<file path="config.mk">
export PLATFORM = sky130hd
export DESIGN_NAME = reg_bank_sb
export DESIGN_NICKNAME = d
export VERILOG_FILES = /design/src/rtl/reg_bank_sb.sv
export SDC_FILE = /design/constraint.sdc
export NUM_CORES = 1
export LEC_CHECK = 0
export BUFFER_PORTS_ARGS = -buffer_cell sky130_fd_sc_hd__buf_2
export CORE_UTILIZATION = 61
export CTS_CLUSTER_DIAMETER = 150
export CTS_CLUSTER_SIZE = 10
export DETAILED_ROUTE_END_ITERATION = 7
export GPL_ROUTABILITY_DRIVEN = 1
export MAX_ROUTING_LAYER = met4
export PLACE_DENSITY = 0.79
export SLEW_MARGIN = 20
export SYNTH_ARGS = -nofsm -noshare
export SYNTH_HDL_FRONTEND = slang
export SYNTH_SLANG_ARGS = --single-unit
</file>
<file path="constraint.sdc">
create_clock -name i_clk -period 7.8 [get_ports i_clk]
set_clock_uncertainty 0.15 [all_clocks]
set_input_delay 2.34 -clock i_clk [delete_from_list [all_inputs] [get_ports i_clk]]
set_output_delay 2.34 -clock i_clk [all_outputs]
set_load 0.005 [all_outputs]
</file>
<file path="src/rtl/reg_bank_sb.sv">
// reg_bank_sb: register bank with an integrated write-back scoreboard.
// Sits between decode and execute: accepts one decoded instruction per cycle,
// returns two registered operands plus the pipelined destination, and stalls
// decode while any referenced register still has a write-back outstanding.
// Optional feature macro: REGBANK_BYPASS_EN (same-cycle write-back forwarding).
module reg_bank_sb #(
  parameter int DATA_W   = 8,
  parameter int ADDR_W   = 4,
  parameter int ZERO_REG = 1
) (
  input  logic                   i_clk,
  input  logic                   i_reset,
  input  logic                   i_dec_valid,
  input  logic [ADDR_W-1:0]      i_dec_rs1,
  input  logic [ADDR_W-1:0]      i_dec_rs2,
  input  logic [ADDR_W-1:0]      i_dec_rd,
  input  logic                   i_dec_wr,
  output logic                   o_stall,
  output logic                   o_ex_valid,
  output logic [DATA_W-1:0]      o_rdata1,
  output logic [DATA_W-1:0]      o_rdata2,
  output logic [ADDR_W-1:0]      o_ex_rd,
  output logic                   o_ex_wr,
  input  logic                   i_wb_en,
  input  logic [ADDR_W-1:0]      i_wb_addr,
  input  logic [DATA_W-1:0]      i_wb_data,
  output logic [(2**ADDR_W)-1:0] o_busy
);

  localparam int DEPTH = 2**ADDR_W;

  logic [DATA_W-1:0] regs_r [DEPTH];
  logic [DEPTH-1:0]  busy_r;
  logic [DEPTH-1:0]  busy_nxt_s;

  logic              wb_ok_s;
  logic              hz_rs1_s;
  logic              hz_rs2_s;
  logic              hz_rd_s;
  logic              stall_s;
  logic              accept_s;
  logic [DATA_W-1:0] rd1_s;
  logic [DATA_W-1:0] rd2_s;
`ifdef REGBANK_BYPASS_EN
  logic              hit_rs1_s;
  logic              hit_rs2_s;
  logic              hit_rd_s;
`endif

  // Register 0 is hard-wired (never written, never busy) when ZERO_REG is set.
  function automatic logic is_exempt(input logic [ADDR_W-1:0] a);
    return (ZERO_REG != 32'sd0) && (a == {ADDR_W{1'b0}});
  endfunction

  // Hazard detection, stall/accept decision and operand selection.
  always_comb begin
    wb_ok_s = i_wb_en && !is_exempt(i_wb_addr);
`ifdef REGBANK_BYPASS_EN
    hit_rs1_s = wb_ok_s && (i_wb_addr == i_dec_rs1);
    hit_rs2_s = wb_ok_s && (i_wb_addr == i_dec_rs2);
    hit_rd_s  = wb_ok_s && (i_wb_addr == i_dec_rd);
    hz_rs1_s  = busy_r[i_dec_rs1] && !hit_rs1_s;
    hz_rs2_s  = busy_r[i_dec_rs2] && !hit_rs2_s;
    hz_rd_s   = busy_r[i_dec_rd]  && !hit_rd_s;
`else
    hz_rs1_s  = busy_r[i_dec_rs1];
    hz_rs2_s  = busy_r[i_dec_rs2];
    hz_rd_s   = busy_r[i_dec_rd];
`endif
    if (is_exempt(i_dec_rs1)) hz_rs1_s = 1'b0;
    else                      hz_rs1_s = hz_rs1_s;
    if (is_exempt(i_dec_rs2)) hz_rs2_s = 1'b0;
    else                      hz_rs2_s = hz_rs2_s;
    if (is_exempt(i_dec_rd))  hz_rd_s  = 1'b0;
    else                      hz_rd_s  = hz_rd_s;

    stall_s  = i_dec_valid && (hz_rs1_s || hz_rs2_s || (i_dec_wr && hz_rd_s));
    accept_s = i_dec_valid && !stall_s;

    // Operand 1: zero register, then forwarded write-back, then array content.
    if (is_exempt(i_dec_rs1)) rd1_s = {DATA_W{1'b0}};
`ifdef REGBANK_BYPASS_EN
    else if (hit_rs1_s)       rd1_s = i_wb_data;
`endif
    else                      rd1_s = regs_r[i_dec_rs1];

    if (is_exempt(i_dec_rs2)) rd2_s = {DATA_W{1'b0}};
`ifdef REGBANK_BYPASS_EN
    else if (hit_rs2_s)       rd2_s = i_wb_data;
`endif
    else                      rd2_s = regs_r[i_dec_rs2];

    // Scoreboard update: clear on write-back, then set on accept (set wins).
    busy_nxt_s = busy_r;
    if (wb_ok_s) busy_nxt_s[i_wb_addr] = 1'b0;
    else         busy_nxt_s = busy_nxt_s;
    if (accept_s && i_dec_wr && !is_exempt(i_dec_rd)) busy_nxt_s[i_dec_rd] = 1'b1;
    else                                               busy_nxt_s = busy_nxt_s;
  end

  assign o_stall = stall_s;
  assign o_busy  = busy_r;

  // Register array: index-valued reset, write-back commit.
  always_ff @(posedge i_clk or negedge i_reset) begin
    if (!i_reset) begin
      for (int n = 0; n < DEPTH; n++) begin
        regs_r[n] <= DATA_W'(n);
      end
    end else if (wb_ok_s) begin
      regs_r[i_wb_addr] <= i_wb_data;
    end
  end

  // Scoreboard state.
  always_ff @(posedge i_clk or negedge i_reset) begin
    if (!i_reset) begin
      busy_r <= {DEPTH{1'b0}};
    end else begin
      busy_r <= busy_nxt_s;
    end
  end

  // Execute-stage outputs: load on accept, otherwise drop valid and hold data.
  always_ff @(posedge i_clk or negedge i_reset) begin
    if (!i_reset) begin
      o_ex_valid <= 1'b0;
      o_rdata1   <= {DATA_W{1'b0}};
      o_rdata2   <= {DATA_W{1'b0}};
      o_ex_rd    <= {ADDR_W{1'b0}};
      o_ex_wr    <= 1'b0;
    end else if (accept_s) begin
      o_ex_valid <= 1'b1;
      o_rdata1   <= rd1_s;
      o_rdata2   <= rd2_s;
      o_ex_rd    <= i_dec_rd;
      o_ex_wr    <= i_dec_wr;
    end else begin
      o_ex_valid <= 1'b0;
    end
  end

endmodule

</file>
After elaboration in Yosys (flattened, before gate mapping)
Cells that the tools add are included.
Widths: inputs -> output; s select.
{"block": "totals", "regBits": 166, "inputBits": 29, "elab_cells": 83}
{"block": "op_classes", "mux": 27, "reduce_logical": 18, "n_bitwise": 6, "order_cmp": 10}
{"op": "$bwmux 128", "count": 1}
{"op": "$bmux 8 s4", "count": 2}
{"op": "$mux 8", "count": 7}
{"op": "$demux 8 s4", "count": 1}
{"op": "$mux 16", "count": 2}
{"op": "$lt 4x5->1 const B", "count": 4}
{"op": "$and 16x16->16", "count": 1}
{"op": "$logic_not 4->1", "count": 4}
{"op": "$not 16->16", "count": 1}
{"op": "$or 16x16->16", "count": 1}
{"op": "$ge 5x5->1 const B", "count": 3}
{"op": "$not 4->5", "count": 3}
{"op": "$bmux 1 s4", "count": 3}
{"op": "$logic_and 1x1->1", "count": 9}
{"op": "$mux 1", "count": 9}
{"op": "$demux 1 s4", "count": 2}
{"op": "$ge 4x1->1 const B", "count": 2}
{"op": "$lt 5x1->1 const B", "count": 1}
{"op": "$logic_not 1->1", "count": 3}
{"op": "$logic_or 1x1->1", "count": 2}

Depth between registers and ports, before layout
Gate-level depths: netlist (run 1).
{"block": "logic_depth", "word_depth": 11, "mapped_depth": 10, "ltp_nobuf": 7}

Least setup slack after synthesis (run 1)
No wires, ideal clock.
{"block": "synth_timing", "path_kind": "in2out", "start": "input i_dec_rs1[1]", "end": "output o_stall", "path_buffers": 3, "path_stages": 9, "arrival_time_ps": 3849, "path_slack_ps": 1461, "path_cell_list": "buf_6 > mux4_1 > or2_1 > o211ai_1 > o211a_1 > and3b_1 > buf_4 > buf_6 > nor2_1"}
{"block": "synth_between", "elab_chain_cells": 6, "word_cells_on_any_way": 7}
{"item": "start, declared", "line": "14", "text": "input logic [ADDR_W-1:0] i_dec_rs1,"}
{"item": "$bmux 1 s4", "line": "66", "text": "hz_rs1_s = busy_r[i_dec_rs1];"}
{"item": "$mux 1 (implied by the code)", "line": "66"}
{"item": "$mux 1 *", "line": "70", "text": "if (is_exempt(i_dec_rs1)) hz_rs1_s = 1'b0;"}
{"item": "$logic_or 1x1->1 * (2 in a row)", "line": "77", "text": "stall_s = i_dec_valid && (hz_rs1_s || hz_rs2_s || (i_dec_wr && hz_rd_s));"}
{"item": "$logic_and 1x1->1 *", "line": "77"}
{"item": "end, declared", "line": "18", "text": "output logic o_stall,"}
Mark *: on every way between the ends. The rest lies on a longest branch, timed or not. The select of a mux whose other input is x is not followed.

Final worst setup path (run 1)
{"block": "layout_timing", "start": "input i_dec_rs2[2]", "end": "output o_stall"}
{"block": "layout_between", "elab_chain_cells": 6, "word_cells_on_any_way": 7}
{"item": "start, declared", "line": "15", "text": "input logic [ADDR_W-1:0] i_dec_rs2,"}
{"item": "$bmux 1 s4", "line": "67", "text": "hz_rs2_s = busy_r[i_dec_rs2];"}
{"item": "$mux 1 (implied by the code)", "line": "67"}
{"item": "$mux 1 *", "line": "72", "text": "if (is_exempt(i_dec_rs2)) hz_rs2_s = 1'b0;"}
{"item": "$logic_or 1x1->1 * (2 in a row)", "line": "77"}
{"item": "$logic_and 1x1->1 *", "line": "77"}
Marked as above.

==> results.json, run 1 <==
{
  "synth_nets": 632,
  "initial_utilization": 0.631,
  "holdCritPathClass": "register to register",
  "die-height_um": 123,
  "worstPathRequired_ns": 5.31,
  "seq_area_frac_synth": 0.473,
  "io_pins": 68,
  "fin_nets": 673,
  "synth_area_mm2": 0.00887,
  "slew_headroom": 0.355,
  "synth_most_common_cell": "mux2_2",
  "drcViolationCount": 0,
  "power.density_mw_per_mm2": 268,
  "status": "completed",
  "die_w_um": 123,
  "ys_top_cells_by_area": "dfrtp_1 38%, mux2_2 18%, mux4_2 17%",
  "ctsResizeCount": 0,
  "crit_type": "input port to primary output",
  "numPortBuffers": 67,
  "cp-start-kind": "input port",
  "rsz0062_at_grt": "false",
  "async_flop_share": 1.00,
  "crit_fanout": 39,
  "reg2reg_setup_slack_ns": 5.31,
  "antenna_found_initial": 0,
  "ir_drop_mv": 0.170,
  "dr_wl_met2_mm": 10.7,
  "grt_max_degree": 124,
  "cp-end-kind": "primary output",
  "synthToLayoutAreaGrowth_pct": 10.1,
  "first_iter_violations": 528,
  "grt.total_usage": 0.334,
  "vias": 5818,
  "die_area_mm2": 0.0150,
  "grt_overflow": 0,
  "top_layer_used": "met4",
  "cts_tree": "done",
  "gp_congestion": 0.916,
  "min_period_over_period": 0.863,
  "yosys.area.top_type": "dfrtp_1",
  "root_buffer": "clkbuf_16",
  "synth_ff_type": "dfrtp_1",
  "antennaDiodeCount": 0,
  "ys_top_cells_by_count": "145 x mux2_2, 134 x dfrtp_1, 67 x mux4_2, 34 x clkbuf_1",
  "dr.pass1.iters": 5,
  "setup_viol": 0,
  "drv_slew": 0,
  "syn_avg_cell_area_um2": 14.7,
  "routed_wl_mm": 22.1,
  "grt_pass1_vias": 6042,
  "max_slew.worst_pin.slew_ns": 0.967,
  "path_clk_slew_ns": 0.06,
  "vias_per_cell": 6.95,
  "ant_nets": 0,
  "wl_met3_mm": 1.84,
  "cts_buffers": 17,
  "grt_pass1_wl_mm": 34.6,
  "synth_edf_count": 0,
  "clk_latency_ns": 0.43,
  "leakage_nw": 4.09,
  "cp.arrival_ns": 4.24,
  "coreArea_mm2": 0.0140,
  "dp_hpwl_mm": 14.1,
  "hold_violations": 0,
  "wl_met1_mm": 9.02,
  "ys_warn_count": 0,
  "clock-sinks": 166,
  "ctsHtreeMaxLevel": 4,
  "fmax_ghz": 0.148,
  "min_period_ns": 6.73,
  "power_mw": 2.62,
  "cts_hold_buf": 0,
  "cts_buffer_depth": 2,
  "syn_inst": 603,
  "synth.top_cell.area_share": 0.378,
  "wl_per_cell_um": 26.4,
  "netlist-cell-type-count": 39,
  "tns_ns": 0,
  "post_cts_buffers": 0,
  "cap_violations": 0,
  "drive_above_1_share": 0.551,
  "ys_seq_elements": 166,
  "num_rows": 43
}
[worst paths after layout]
kind / from / to / cells past startpoint
setup / recovery: i_dec_rs2[2] / o_stall / 7
hold / removal: regs_r[121] / regs_r[121] / 0
setup reg to reg: o_busy[2] / o_rdata2[1] / 7
hold reg to reg: regs_r[121] / regs_r[121] / 0
max in group asynchronous: i_reset / regs_r[87] / 2
min in group asynchronous: i_reset / regs_r[8] / 1
[sequential cells by signal (all words and copies together) (netlist names)]
| register | count |
|---|---|
| o_busy | 16 |
| o_ex_valid | 1 |
| o_rdata2 | 8 |
| o_ex_rd | 4 |
| regs_r | 128 |
| o_rdata1 | 8 |
| o_ex_wr | 1 |
[logic make-up (layout without fill, tap and decap cells)]
kind of cell    after synthesis  after routing  synth area share
simple gates                 65             65            0.0425
flops                       166            166             0.473
compound gates               65             65            0.0571
buf+inv                      70            124            0.0412
mux                         237            237             0.386
[per-layer routing]
layer / global-route usage / vias up
li1: - / 2418
met1: 0.449 / 3058
met2: 0.500 / 297
met3: 0.0790 / 45
met4: 0.120 / 0
met5: - / -
[stage by stage]
stage / worst slack [ns] / instances / cell area [um^2] / hold WS [ns] / utilization
after global placement: 1.10 / 805 / 9210 / 0.227 / 0.656
after floorplan: 1.46 / 603 / 8870 / 0.291 / -
after global routing: 0.990 / 837 / 9760 / 0.254 / 0.695
after detailed placement: 1.11 / 805 / 9220 / 0.232 / 0.657
after CTS: 1.11 / 837 / 9750 / 0.247 / 0.694
final: 1.07 / 837 / 9760 / 0.244 / 0.695
[area by class of cell]
type                            instances  area (um^2)
Clock buffer                           23          478
Clock inverter                          9         53.8
Fill cell                             946         4280
Inverter                               13         53.8
Multi-Input combinational cell        367         4330
Sequential cell                       166         4190
Tap cell                              180          225
Timing Repair Buffer                   79          434
[worst max-delay path: stages]
cell	delay, ns
buf_2	0.72
mux4_2	0.41
o221ai_1	0.19
o211a_1	0.21
and3b_1	0.19
nor2_1	0.05
buf_2	0.13
[power by group]
part           leakage [nW]  switching, mW  internal, mW
combinational          1.82          0.233         0.373
sequential             2.01          0.159          1.09
clock                 0.262          0.331         0.429
total                  4.09          0.723          1.89
[cell usage in the layout (no fill, tap or decap), drive strengths merged, types with 2 or more instances in the layout]
cell type / instances
a32o: 15
clkbuf: 24
mux4: 69
nor2b: 18
clkinvlp: 2
o22ai: 3
dfrtp: 134
nand2: 7
mux2: 145
a211oi: 32
nand3: 3
nor3b: 4
a31oi: 4
buf: 78
and3b: 2
mux2i: 23
inv: 12
nor2: 12
a21oi: 4
o21ai: 2
nand2b: 6
or3: 3
dfstp: 32
o211ai: 2
clkinv: 8
nor4: 2
nand3b: 4
and3: 2
No activity file was read; power rests on OpenSTA's default activity.
==> inputs of run 2 (changes only) <==
--- a/config.mk
+++ b/config.mk
@@ -9,5 +9,5 @@
 export CORE_UTILIZATION = 61
 export CTS_CLUSTER_DIAMETER = 150
-export CTS_CLUSTER_SIZE = 10
+export CTS_CLUSTER_SIZE = 14
 export DETAILED_ROUTE_END_ITERATION = 7
 export GPL_ROUTABILITY_DRIVEN = 1
==> constraint.sdc (replaced) <==
create_clock -name i_clk -period 7.8 [get_ports i_clk]
set_clock_uncertainty 0.15 [all_clocks]
set_input_delay 0.39 -clock i_clk [delete_from_list [all_inputs] [get_ports i_clk]]
set_output_delay 0.39 -clock i_clk [all_outputs]
set_load 0.005 [all_outputs]
==> results.json, run 2 (synthesis gave the netlist of run 1 again) <==
{
  "leakage_nw": 4.09,
  "cp.arrival_ns": 3.00,
  "coreArea_mm2": 0.0140,
  "grt_max_degree": 86,
  "post_cts_buffers": 0,
  "hp-start": "i_dec_rd[2]",
  "regMostFlops": "regs_r",
  "cap_violations": 0,
  "reg2reg_setup_slack_ns": 5.33,
  "drcViolationCount": 0,
  "min_period_over_period": 0.454,
  "setup_viol": 0,
  "slew_headroom": 0.223,
  "ctsHtreeMaxLevel": 4,
  "final_cell_mix": "145 x mux2_2, 134 x dfrtp_1, 67 x mux4_2",
  "ant_nets": 0,
  "crit_type": "input port to primary output",
  "cts_tree": "done",
  "r2r_end": "o_rdata1[1]",
  "num_rows": 43,
  "hold_end": "o_ex_rd[2]",
  "dp_worst_setup_slack_ns": 4.29,
  "crit_fanout": 32,
  "holdCritPathClass": "input port to register",
  "tns_ns": 0,
  "numPortBuffers": 67,
  "drv_slew": 0,
  "die_w_um": 123,
  "initial_utilization": 0.631,
  "max_slew.worst_pin.slew_ns": 1.16,
  "min_period_ns": 3.54,
  "final_common_cell": "mux2_2",
  "grt_pass1_vias": 6019,
  "cp-end-kind": "primary output",
  "die-height_um": 123,
  "routed_wl_mm": 21.2,
  "fin_nets": 673,
  "cts_buffer_depth": 2,
  "grt_pass1_wl_mm": 33.5,
  "cts_buffers": 17,
  "power.density_mw_per_mm2": 265,
  "largest_register_ffs": 128,
  "ir_drop_mv": 0.165,
  "grt_overflow": 0,
  "io_pins": 68,
  "cp-start-kind": "input port",
  "antenna_found_initial": 0,
  "clk_latency_ns": 0.43,
  "vias": 5785,
  "rr_startpoint": "o_busy[10]",
  "worstRegToRegCells": 7,
  "path_clk_slew_ns": 0.06,
  "root_buffer": "clkbuf_16",
  "dr.pass1.iters": 6,
  "final.fill_count": 951,
  "regArea_mm2": 0.00419,
  "synthToLayoutAreaGrowth_pct": 9.79,
  "fmax_ghz": 0.283,
  "grt.total_usage": 0.323,
  "status": "completed",
  "dp_hpwl_mm": 13.2,
  "antennaDiodeCount": 0,
  "drive_above_1_share": 0.537,
  "vias_per_cell": 6.91,
  "clock-sinks": 166,
  "layout_setup_ws_ns": 4.26,
  "gp_congestion": 0.852,
  "wl_per_cell_um": 25.3,
  "hold_path_depth": 2,
  "multi_input_area_mm2": 0.00432,
  "die_area_mm2": 0.0150,
  "hold_violations": 0,
  "first_iter_violations": 432,
  "worstPathRequired_ns": 7.26,
  "rsz0062_at_grt": "false"
}
## run 2: cell type report
class	count	area share
clock inverter	6	0.00308
tap	180	0.0231
clock buffer	26	0.0492
inverter	13	0.00553
timing repair buffer	79	0.0450
sequential	166	0.431
multi-input combinational	367	0.443
## run 2: routing by layer
layer / GRT usage / share of wire / wire length, um / vias up
met4: 0.125 / 0.028 / 591 / 0
met2: 0.494 / 0.49 / 10300 / 243
li1: - / - / - / 2417
met1: 0.426 / 0.42 / 8910 / 3073
met5: - / 0 / 0 / -
met3: 0.0692 / 0.065 / 1380 / 52
## run 2: per-stage QoR
| stage | instance area, um^2 | hold WS [ns] | std cells | utilization | power [mW] |
|---|---|---|---|---|---|
| after global routing | 9740 | 0.159 | 837 | 0.693 | 2.71 |
| after global placement | 9210 | 0.226 | 804 | 0.656 | 1.81 |
| after detailed placement | 9210 | 0.234 | 804 | 0.656 | 1.85 |
| after floorplan | 8870 | -0.0556 | 603 | - | 1.65 |
| final | 9740 | 0.163 | 837 | 0.693 | 2.58 |
| after CTS | 9730 | 0.146 | 837 | 0.693 | 2.59 |
## run 2: worst max path at each step
stage                          to          from  cells after the start  slack, ns
after global routing      o_stall  i_dec_rs1[1]                      8       4.12
after global placement    o_stall  i_dec_rs1[1]                      8       4.33
final                     o_stall  i_dec_rs1[1]                      8       4.26
after CTS                 o_stall  i_dec_rs1[1]                      8       4.30
after detailed placement  o_stall  i_dec_rs1[1]                      8       4.29
after floorplan           o_stall  i_dec_rs1[1]                      9       5.36
## run 2: report_power, final
part           switching (mW)  internal [mW]  leakage (nW)  total [mW]
registers               0.150           1.09          2.01        1.24
clock network           0.323          0.420         0.256       0.743
logic                   0.226          0.372          1.82       0.598
## run 2: timing repair
action,in CTS,in global routing
endpoints found under the hold margin,59,0
gates resized for setup,0,0
hold buffers,1,0
## run 2: critical path: stages
cell and delay (ns):
buf_2 0.72, mux4_1 0.63, or2_1 0.21, o211ai_1 0.08
o211a_1 0.19, and3b_1 0.50, nor2_1 0.11, buf_2 0.15
